[config.mk]
export PLATFORM = sky130hd
export DESIGN_NAME = vita49_assem_mc
export DESIGN_NICKNAME = d
export VERILOG_FILES = /design/src/rtl/vita49_pkg.sv /design/src/rtl/vita49_hdr_gen.sv /design/src/rtl/vita49_assem_mc.sv
export SDC_FILE = /design/constraint.sdc
export NUM_CORES = 1
export LEC_CHECK = 0
export ABC_AREA = 1
export BUFFER_PORTS_ARGS = -buffer_cell sky130_fd_sc_hd__buf_2
export CORE_UTILIZATION = 30
export CTS_BUF_LIST = sky130_fd_sc_hd__clkbuf_4
export CTS_CLUSTER_DIAMETER = 100
export DETAILED_ROUTE_END_ITERATION = 7
export PLACE_DENSITY = 0.51
export SYNTH_ARGS = -nofsm -noshare
export SYNTH_HDL_FRONTEND = slang
export SYNTH_HIERARCHICAL = 1
export SYNTH_SLANG_ARGS = --single-unit
export TNS_END_PERCENT = 100
[constraint.sdc]
create_clock -name AXIS_ACLK -period 2.5 [get_ports AXIS_ACLK]
set_input_delay 0.125 -clock AXIS_ACLK [delete_from_list [all_inputs] [get_ports AXIS_ACLK]]
set_output_delay 0.125 -clock AXIS_ACLK [all_outputs]
set_load 0.03 [all_outputs]
[src/rtl/vita49_pkg.sv]
// Shared VITA-49 IF-data header constants, FSM state type and small helpers.
package vita49_pkg;

   localparam logic [3:0] PKT_TYPE_IF_SID = 4'b0001;
   localparam logic [1:0] TSI_NONE        = 2'b00;
   localparam logic [1:0] TSF_NONE        = 2'b00;
   localparam logic [1:0] TSF_SAMPLE_CNT  = 2'b01;
   localparam logic [1:0] TSF_REAL_PS     = 2'b10;
   localparam logic [1:0] TSF_FREE_RUN    = 2'b11;

   typedef enum logic [2:0] {
      StIdle,
      StHdr,
      StTs,
      StPayload,
      StPad
   } state_e;

   // Upper 32 bits of the header word: type, C, T, reserved, TSI, TSF, count, size.
   function automatic logic [31:0] hdr_pack(input logic [1:0]  tsf,
                                            input logic [3:0]  cnt,
                                            input logic [15:0] size);
      return {PKT_TYPE_IF_SID, 1'b0, 1'b0, 2'b00, TSI_NONE, tsf, cnt, size};
   endfunction

   // Error counters stick at all-ones instead of wrapping.
   function automatic logic [31:0] sat_inc(input logic [31:0] v);
      return (v == 32'hFFFF_FFFF) ? v : v + 32'd1;
   endfunction

endpackage

[src/rtl/vita49_hdr_gen.sv]
// Header word builder: per-channel 4-bit packet counts, stream ID and packet size.
module vita49_hdr_gen
   import vita49_pkg::*;
#(
   parameter int unsigned NUM_CH   = 4,
   parameter int unsigned LEN_W    = 12,
   parameter logic [1:0]  TSF_TYPE = 2'b01,
   localparam int unsigned CH_W    = (NUM_CH > 1) ? $clog2(NUM_CH) : 1
) (
   input  logic              clk_i,
   input  logic              rst_ni,
   input  logic [CH_W-1:0]   ch_i,
   input  logic [LEN_W-1:0]  len_i,
   input  logic              ts_en_i,
   input  logic [31:0]       sid_base_i,
   input  logic              inc_i,
   output logic [63:0]       hdr_o
);

   logic [3:0]  cnt_q [NUM_CH];
   logic [3:0]  cnt_d [NUM_CH];
   logic [15:0] size;
   logic [31:0] sid;

   // Bump the count of the channel whose packet is closing (wraps mod 16).
   always_comb begin
      cnt_d = cnt_q;
      if (inc_i) begin
         cnt_d[ch_i] = cnt_q[ch_i] + 4'd1;
      end
   end

   // Packet count registers, cleared on reset.
   always_ff @(posedge clk_i or negedge rst_ni) begin
      if (!rst_ni) begin
         for (int i = 0; i < int'(NUM_CH); i++) begin
            cnt_q[i] <= 4'd0;
         end
      end else begin
         cnt_q <= cnt_d;
      end
   end

   // Size in 32-bit words: header pair, optional timestamp pair, two per payload beat.
   always_comb begin
      size = 16'd2 + (ts_en_i ? 16'd2 : 16'd0) + (16'(len_i) << 1);
      sid  = sid_base_i + 32'(ch_i);
      hdr_o = {hdr_pack(ts_en_i ? TSF_TYPE : TSF_NONE, cnt_q[ch_i], size), sid};
   end

endmodule

[src/rtl/vita49_assem_mc.sv]
// Multi-channel VITA-49 IF-data packet assembler with a single output register stage.
module vita49_assem_mc
   import vita49_pkg::*;
#(
   parameter int unsigned NUM_CH   = 4,
   parameter int unsigned LEN_W    = 12,
   parameter logic [1:0]  TSF_TYPE = 2'b01,
   localparam int unsigned CH_W    = (NUM_CH > 1) ? $clog2(NUM_CH) : 1
) (
   input  logic             AXIS_ACLK,
   input  logic             AXIS_ARESETN,
   input  logic             cfg_enable,
   input  logic             cfg_ts_en,
   input  logic [LEN_W-1:0] cfg_payload_words,
   input  logic [31:0]      cfg_sid_base,
   input  logic [63:0]      ts_in,
   input  logic [63:0]      S_AXIS_TDATA,
   input  logic [CH_W-1:0]  S_AXIS_TUSER,
   input  logic             S_AXIS_TVALID,
   input  logic             S_AXIS_TLAST,
   output logic             S_AXIS_TREADY,
   output logic [63:0]      M_AXIS_TDATA,
   output logic             M_AXIS_TVALID,
   output logic             M_AXIS_TLAST,
   output logic [7:0]       M_AXIS_TSTRB,
   input  logic             M_AXIS_TREADY,
   output logic [31:0]      err_len_cnt,
   output logic [31:0]      err_ch_cnt,
   output logic             busy
);

   state_e           state_q, state_d;
   logic [CH_W-1:0]  ch_q, ch_d;
   logic [LEN_W-1:0] len_q, len_d;
   logic             ts_en_q, ts_en_d;
   logic [63:0]      ts_q, ts_d;
   logic [31:0]      sid_base_q, sid_base_d;
   logic [LEN_W-1:0] beat_q, beat_d;
   logic [63:0]      m_tdata_q, m_tdata_d;
   logic             m_tvalid_q, m_tvalid_d;
   logic             m_tlast_q, m_tlast_d;
   logic [31:0]      err_len_q, err_len_d;
   logic [31:0]      err_ch_q, err_ch_d;

   logic             advance;
   logic             s_tready;
   logic             pkt_inc;
   logic [CH_W-1:0]  s_ch;
   logic [LEN_W-1:0] beat_nxt;
   logic [63:0]      hdr_word;

   // Output register may load when empty or when its word is being taken.
   assign advance  = !m_tvalid_q || M_AXIS_TREADY;
   // Out-of-range channel tags fold onto channel 0.
   assign s_ch     = (32'(S_AXIS_TUSER) < NUM_CH) ? S_AXIS_TUSER : '0;
   assign beat_nxt = beat_q + 1'b1;

   vita49_hdr_gen #(
      .NUM_CH   (NUM_CH),
      .LEN_W    (LEN_W),
      .TSF_TYPE (TSF_TYPE)
   ) u_hdr_gen (
      .clk_i      (AXIS_ACLK),
      .rst_ni     (AXIS_ARESETN),
      .ch_i       (ch_q),
      .len_i      (len_q),
      .ts_en_i    (ts_en_q),
      .sid_base_i (sid_base_q),
      .inc_i      (pkt_inc),
      .hdr_o      (hdr_word)
   );

   // Next-state, output-register load and error accounting.
   always_comb begin
      state_d    = state_q;
      ch_d       = ch_q;
      len_d      = len_q;
      ts_en_d    = ts_en_q;
      ts_d       = ts_q;
      sid_base_d = sid_base_q;
      beat_d     = beat_q;
      m_tdata_d  = m_tdata_q;
      m_tvalid_d = m_tvalid_q;
      m_tlast_d  = m_tlast_q;
      err_len_d  = err_len_q;
      err_ch_d   = err_ch_q;
      s_tready   = 1'b0;
      pkt_inc    = 1'b0;

      // Word taken and nothing new loaded below: register empties.
      if (advance) begin
         m_tdata_d  = '0;
         m_tvalid_d = 1'b0;
         m_tlast_d  = 1'b0;
      end

      unique case (state_q)
         StIdle: begin
            // Beat is only looked at here; it is consumed in StPayload.
            if (cfg_enable && (cfg_payload_words != '0) && S_AXIS_TVALID) begin
               ch_d       = s_ch;
               len_d      = cfg_payload_words;
               ts_en_d    = cfg_ts_en;
               ts_d       = ts_in;
               sid_base_d = cfg_sid_base;
               state_d    = StHdr;
            end
         end
         StHdr: begin
            if (advance) begin
               m_tdata_d  = hdr_word;
               m_tvalid_d = 1'b1;
               beat_d     = '0;
               state_d    = ts_en_q ? StTs : StPayload;
            end
         end
         StTs: begin
            if (advance) begin
               m_tdata_d  = ts_q;
               m_tvalid_d = 1'b1;
               state_d    = StPayload;
            end
         end
         StPayload: begin
            s_tready = advance;
            if (advance && S_AXIS_TVALID) begin
               beat_d     = beat_nxt;
               m_tdata_d  = S_AXIS_TDATA;
               m_tvalid_d = 1'b1;
               if (s_ch != ch_q) begin
                  err_ch_d = sat_inc(err_ch_q);
               end
               if (beat_nxt == len_q) begin
                  m_tlast_d = 1'b1;
                  pkt_inc   = 1'b1;
                  state_d   = StIdle;
                  if (!S_AXIS_TLAST) begin
                     err_len_d = sat_inc(err_len_q);
                  end
               end else if (S_AXIS_TLAST) begin
                  err_len_d = sat_inc(err_len_q);
                  state_d   = StPad;
               end
            end
         end
         StPad: begin
            if (advance) begin
               beat_d     = beat_nxt;
               m_tdata_d  = '0;
               m_tvalid_d = 1'b1;
               if (beat_nxt == len_q) begin
                  m_tlast_d = 1'b1;
                  pkt_inc   = 1'b1;
                  state_d   = StIdle;
               end
            end
         end
         default: state_d = StIdle;
      endcase
   end

   // State, packet context, output register and error counters.
   always_ff @(posedge AXIS_ACLK or negedge AXIS_ARESETN) begin
      if (!AXIS_ARESETN) begin
         state_q    <= StIdle;
         ch_q       <= '0;
         len_q      <= '0;
         ts_en_q    <= 1'b0;
         ts_q       <= '0;
         sid_base_q <= '0;
         beat_q     <= '0;
         m_tdata_q  <= '0;
         m_tvalid_q <= 1'b0;
         m_tlast_q  <= 1'b0;
         err_len_q  <= '0;
         err_ch_q   <= '0;
      end else begin
         state_q    <= state_d;
         ch_q       <= ch_d;
         len_q      <= len_d;
         ts_en_q    <= ts_en_d;
         ts_q       <= ts_d;
         sid_base_q <= sid_base_d;
         beat_q     <= beat_d;
         m_tdata_q  <= m_tdata_d;
         m_tvalid_q <= m_tvalid_d;
         m_tlast_q  <= m_tlast_d;
         err_len_q  <= err_len_d;
         err_ch_q   <= err_ch_d;
      end
   end

   assign S_AXIS_TREADY = s_tready;
   assign M_AXIS_TDATA  = m_tdata_q;
   assign M_AXIS_TVALID = m_tvalid_q;
   assign M_AXIS_TLAST  = m_tlast_q;
   assign M_AXIS_TSTRB  = {8{m_tvalid_q}};
   assign err_len_cnt   = err_len_q;
   assign err_ch_cnt    = err_ch_q;
   assign busy          = (state_q != StIdle);

endmodule

### Word level (Yosys, flattened, before mapping)

Index checks and enable logic that the tools add are counted.
Widths: inputs -> output; s select.

| storage, ports and cells | value |
|---|---|
| latch bits | 0 |
| output and inout bits | 140 |
| bits in registers | 272 |
| memories kept | 0 |
| memory bits (writable) | 0 |
| ROM bits | 0 |
| logic and storage cells | 106 |
| input bits | 181 |

| cells by class | value |
|---|---|
| multiply operators | 0 |
| bitwise logic cells | 2 |
| muxes and demuxes | 46 |
| equality and inequality tests | 16 |
| divide/modulo/power cells | 0 |
| add/sub/neg operators | 7 |
| reductions and logical operators | 17 |
| shift-type cells | 0 |
| $lt $le $gt $ge | 2 |

Operator list:

| cell | count |
|---|---|
| $mux 64 | 5 |
| $pmux 64 s4 | 1 |
| $mux 32 | 4 |
| $add 32x1->32 const B | 2 |
| $eq 32x32->1 const B | 2 |
| $mux 12 | 3 |
| $pmux 12 s3 | 1 |
| $add 32x2->32 | 1 |
| $mux 3 | 8 |
| $add 16x13->16 | 1 |
| $add 2x16->16 const A | 1 |
| $bwmux 16 | 1 |
| $pmux 3 s5 | 1 |
| $ne 2x2->1 const B | 7 |
| $mux 1 | 13 |
| $add 12x1->12 const B | 1 |
| $eq 12x12->1 | 1 |
| $mux 4 | 3 |
| $reduce_and 4->1 | 3 |
| $reduce_bool 12->1 | 1 |
| $bmux 4 s2 | 1 |
| $demux 4 s2 | 1 |
| $reduce_and 7->1 | 1 |
| $eq 3x2->1 const B | 2 |
| other kinds (19) | 25 |

### Longest topological paths before layout

| depth | value |
|---|---|
| depth after elaboration | 6 |
| depth in mapped cells | 19 |
| depth with buffers taken out | 19 |

### Hierarchy

Netlist, hierarchy kept.

By module, submodules not included:

| module | cells each | times used | sequential area each (µm²) | area an instance (µm²) |
|---|---|---|---|---|
| vita49_assem_mc | 1567 | 1 | 6406.1 | 12934.9 |
| vita49_hdr_gen | 323 | 1 | 400.4 | 2088.3 |

### Worst setup path after synthesis

No wires, ideal clock.

| timing | value |
|---|---|
| path kind | register -> register |
| start | register beat_q[0] |
| end | register u_hdr_gen/cnt_q[12] (netlist name) |
| data required time | 2.372 ns |
| buffers on the path | 0 |
| library setup time | 0.128 ns |
| stages on the path, launching flop included | 19 |
| data arrival time | 2.120 ns |
| period minus slack after synthesis | 2.248 ns |
| slack | 0.252 ns |
| path through | dfrtp_1 > ha_1 > nand2_1 > nor2_2 > nand3_1 > nand3_1 > nand2_1 > nor2_1 > nand2_1 > nor2_2 > nand3_1 > inv_1 > o21ai_0 > inv_1 > inv_1 > nor3_1 > inv_1 > nand2_1 > o21ai_0 |

| on the way | value |
|---|---|
| longest elaborated chain between the ends | 5 |
| elaborated cells on any way between the ends | 6 |
| those cells by class | add/sub (1); eq/ne (1); mux (4) |

RTL lines:

| element | RTL line | text |
|---|---|---|
| from (decl) | vita49_assem_mc.sv:38 | `logic [LEN_W-1:0] beat_q, beat_d;` |
| from (signal assigned) | vita49_assem_mc.sv:184 | `beat_q <= beat_d;` |
| $add 12x1->12 * | vita49_assem_mc.sv:56 | `assign beat_nxt = beat_q + 1'b1;` |
| $eq 12x12->1 * | vita49_assem_mc.sv:133, vita49_assem_mc.sv:151 |  |
| $mux 1 * | vita49_assem_mc.sv:133, vita49_assem_mc.sv:151 |  |
| $mux 1 (on tied branches) | vita49_assem_mc.sv:147, vita49_assem_mc.sv:126 |  |
| $pmux 1 s2 * | vita49_assem_mc.sv:97 | `unique case (state_q)` |
| net pkt_inc | vita49_assem_mc.sv:47 | `logic pkt_inc;` |
| to (signal assigned) | vita49_hdr_gen.sv:40 | `cnt_q <= cnt_d;` |
| to (decl) | vita49_hdr_gen.sv:20 | `logic [3:0] cnt_q [NUM_CH];` |

Mark *: on every way through the listed nets, which the timed path passes. The rest lies on a longest branch.
A chain may end at the register's enable or synchronous reset.

### Worst setup path after layout

| timing | value |
|---|---|
| start | register beat_q[0] |
| end | register err_len_q[31], in the netlist err_len_cnt[31] |

| on the way | value |
|---|---|
| longest elaborated chain between the ends | 4 |
| elaborated cells on any way between the ends | 6 |
| those cells by class | add/sub (1); eq/ne (2); mux (1); reduce/logical (2) |

RTL lines:

| element | RTL line | text |
|---|---|---|
| $add 12x1->12 * | vita49_assem_mc.sv:56 |  |
| $eq 12x12->1 * | vita49_assem_mc.sv:133 | `if (beat_nxt == len_q) begin` |
| $ne 2x2->1 (no source line) or $reduce_bool 2->1 (tied branches) | n/a |  |
| $reduce_and 4->1 (no source line) | n/a |  |
| to (signal assigned) | vita49_assem_mc.sv:188 | `err_len_q <= err_len_d;` |
| to (decl) | vita49_assem_mc.sv:42 | `logic [31:0] err_len_q, err_len_d;` |

Mark *: on every way between the ends. The rest lies on a longest branch, timed or not.

==> out/qor.yml <==
detailed_routing:
  drtIter0Drc: 880
  ant_nets: 0
  viasPerCell: 4.69
  wl_per_cell_um: 16.2
  vias: 14926
  drt_wl_total_mm: 51.6
  dr.pass1.iters: 8
  drc_errors: 0
synth:
  ys.warnings.count: 6
  ys_types: 39
  ys_ff_latch: 272
  synth.avg_cell_area_um2: 7.95
  syn_inst: 1890
  yosysSeqAreaShare_pct: 45.3
  syn_area_um2: 15000
job:
  max-cap-violations: 0
worst_hold_path:
  whs_path_depth: 3
  min_to: "sid_base_q[1]$_DFFE_PN0P_"
  hp-class: "in -> reg"
  min_from: "cfg_sid_base[1]"
floorplan:
  coreArea_um2: 49200
  initial_utilization_pct: 30.6
  die_area_um2: 51000
  fp-row-count: 81
  io_pins: 321
  dieWidth_um: 226
  die_y_um: 226
clock_tree:
  cts_tree: "done"
  cts_buffers: 86
  clkLatencyLatePin_ns: 0.81
  path_clk_slew_ns: 0.06
  ctsHtreeMaxLevel: 3
  clockBufferDepth: 3
  cts.sinks: 272
  cts_root_buf: "clkbuf_4"
global_route:
  grt_overflow: 0
  grt_max_degree: 84
  first_global_vias: 14695
  antenna_found_initial: 3
  grtUsageTotal_pct: 19.8
  grt_pass1_wl_mm: 79.1
placement:
  place_congestion: 0.891
  io_buffer_count: 320
  dp_hpwl_mm: 35.4
  place_area_um2: 17500
cells_and_area:
  final_util_pct: 42.3
  fin_area_um2: 20800
  final_nets: 2656
  syn_to_final_growth_pct: 38.5
  nFillCells: 4957
  final_layout_size_suffix_gt1_share_pct: 26.9
status:
  run_status: "finished, final reports clean"
critical_path:
  path_cells: "buf_6, ha_2, nand2_2, nor2_4, nand2_1, nand2_1, nor2_1, nor2_1, nand2_1, nor2_2, buf_6, nand2_4, nand2_4, nand3_4, clkbuf_16, nand2_2, o21ai_2"
  crit_path_start: "beat_q[0]$_DFFE_PN0P_"
  path_class: "reg -> reg"
  crit_path_frequent_cell: "nand2_1"
  reg2reg_to: "err_len_cnt[31]$_DFFE_PN0P_"
  rr_worst_depth: 17
  crit_path_end_kind: "flip-flop"
  r2r-start: "beat_q[0]$_DFFE_PN0P_"
  slowest_delay_ns: 0.42
  ff2ff_setup_slack_ns: 0.10
  worst-path-max-fanout: 5
  cp.arrival_ns: 3.06
  slowest_stage: "dfrtp_1"
  startpoint_type: "flip-flop"
  worst_ep_required_time_ns: 3.16
timing:
  hold_viol: 0
  max_freq_mhz: 417
  worst_pin_slew_ns: 0.992
  report.final.slew_viol_count: 0
  clock_skew_ns: 0.0503
  setup_viol: 0
  holdWs_ns: 0.109
  finalSetupTns_ns: 0
  finalCritPeriodShare_pct: 95.9
  min_period_ns: 2.40
  rsz0062_at_grt: "yes"
  relSlewSlack_pct: 33.9
power:
  peakVddDrop_mv: 0.424
  total_leakage_power_uw: 0.0103
  power_density_nw_per_um2: 928
==> how the worst max path moves through the flow <==
stage                                       to  depth (start not counted)
6_report           err_len_cnt[31]$_DFFE_PN0P_                         17
5_1_grt         u_hdr_gen/cnt_q[2]$_DFFE_PN0P_                         19
4_1_cts             err_ch_cnt[20]$_DFFE_PN0P_                         15
3_5_place_dp    u_hdr_gen/cnt_q[9]$_DFFE_PN0P_                         18
3_3_place_gp    u_hdr_gen/cnt_q[8]$_DFFE_PN0P_                         18
2_1_floorplan  u_hdr_gen/cnt_q[12]$_DFFE_PN0P_                         18
==> logic make-up after synthesis <==
group | after synthesis | synth area share, %
muxes | 40 | 3.00
AOI/OAI and AO/OA | 198 | 7.98
buffers and inverters | 350 | 9.78
adders and majority gates | 11 | 0.966
other | 2 | 0.0500
xor gates and xnor gates | 99 | 5.86
and+or+nand+nor | 918 | 27.1
DFF | 272 | 45.3
==> through the flow <==
stage / worst slack [ns] / std cells / total power (uW)
2_1_floorplan: 0.252 / 1902 / 12000
3_3_place_gp: 0.0145 / 2841 / 14700
3_5_place_dp: -0.0558 / 2841 / 14800
4_1_cts: 0.000502 / 3162 / 19400
5_1_grt: -0.0488 / 3182 / 20800
6_report: 0.104 / 3184 / 19300
==> sequential cells by signal, summed over array words and instances, names as in the netlist, 2 cells and up <==
register,count
M_AXIS_TDATA,64
beat_q,12
state_q,3
ts_q,64
u_hdr_gen/cnt_q,16
ch_q,2
sid_base_q,32
len_q,12
err_ch_cnt,32
err_len_cnt,32
==> power breakdown <==
part / internal [uW] / switching, uW / leakage (uW) / total (uW)
Clock: 2150 / 2010 / 0.000589 / 4160
Sequential: 5760 / 1060 / 0.00339 / 6820
Combinational: 2990 / 5330 / 0.00632 / 8320
Total: 10900 / 8400 / 0.0103 / 19300
==> worst max-delay path: cells and delay by family, from the launching register on <==
| kind | cells | cell delay (ns) |
|---|---|---|
| fa+ha+maj | 1 | 0.19 |
| simple gates | 12 | 1.08 |
| flops | 1 | 0.42 |
| buf+inv | 3 | 0.52 |
| compound gates | 1 | 0.05 |
==> layout make-up <==
cell class / count / area (um2) / area share, %
well taps: 664 / 831 / 3.99
inverters: 253 / 958 / 4.61
flip-flops and latches: 272 / 6810 / 32.7
multi-input cells: 1282 / 7050 / 33.9
clock buffers: 118 / 886 / 4.26
clock inverters: 20 / 81.3 / 0.391
repair buffers: 569 / 4180 / 20.1
diodes: 6 / 15.0 / 0.0722
==> cell usage after synthesis <==
cell	count	area, um2
o21ai_0	20	100
nand4_1	25	156
buf_1	12	45.0
o211ai_1	1	7.51
nor3_1	31	155
and3_1	1	6.26
dfrtp_1	272	6810
nand3_1	192	961
fa_1	1	20.0
conb_1	2	7.51
clkbuf_1	43	161
nor4_1	16	100
nand3b_1	12	90.1
o21ai_1	2	10.0
inv_1	248	931
or2_2	1	6.26
nand2_1	443	1660
nor2_4	7	78.8
nor2_2	8	50.1
nor3_2	8	80.1
inv_2	4	15.0
buf_4	26	195
mux2_2	40	450
nor3b_1	2	15.0
nand3_4	2	35.0
o22ai_1	68	425
o21ai_2	31	272
a21oi_1	73	365
buf_6	6	67.6
ha_1	10	125
nand2_2	7	43.8
nor2_1	161	604
buf_2	10	50.1
clkinv_1	1	3.75
nand3_2	2	20.0
xor2_1	64	561
xnor2_1	34	298
xnor3_1	1	22.5
a31oi_1	3	18.8
==> cell usage in the layout, fill, tap and decap left out, types with 13 or more instances in the layout <==
cell type / Yosys / final
nand2_1: 443 / 425
o22ai_1: 68 / 68
o21ai_2: 31 / 32
buf_2: 10 / 319
nor4_1: 16 / 16
clkinv_1: 1 / 14
o21ai_0: 20 / 18
conb_1: 2 / 14
nor2_4: 7 / 13
xor2_1: 64 / 64
dlygate4sd3_1: 0 / 181
nand2_2: 7 / 21
a21oi_1: 73 / 73
xnor2_1: 34 / 33
inv_1: 248 / 240
nand3_1: 192 / 184
dfrtp_1: 272 / 270
nor3_1: 31 / 29
mux2_2: 40 / 40
nor2_1: 161 / 155
nand4_1: 25 / 25
buf_4: 26 / 45
clkbuf_4: 0 / 118
==> metal layers <==
layer,global-route usage [%],vias to the layer above,part of all wire [%]
met4,7.48,0,2.9
met5,0,-,0
met2,32.3,442,48
li1,-,7263,-
met1,25.5,7111,45
met3,4.40,110,4.9
==> timing repair <==
action	CTS	global route
hold buffers	182	0
setup buffers	1	7
resized for setup	11	63
endpoints found under the setup margin	9	57
cloned	0	9
pin swaps	1	18
endpoints found under the hold margin	496	0
Power figures use the tool's default switching activity.
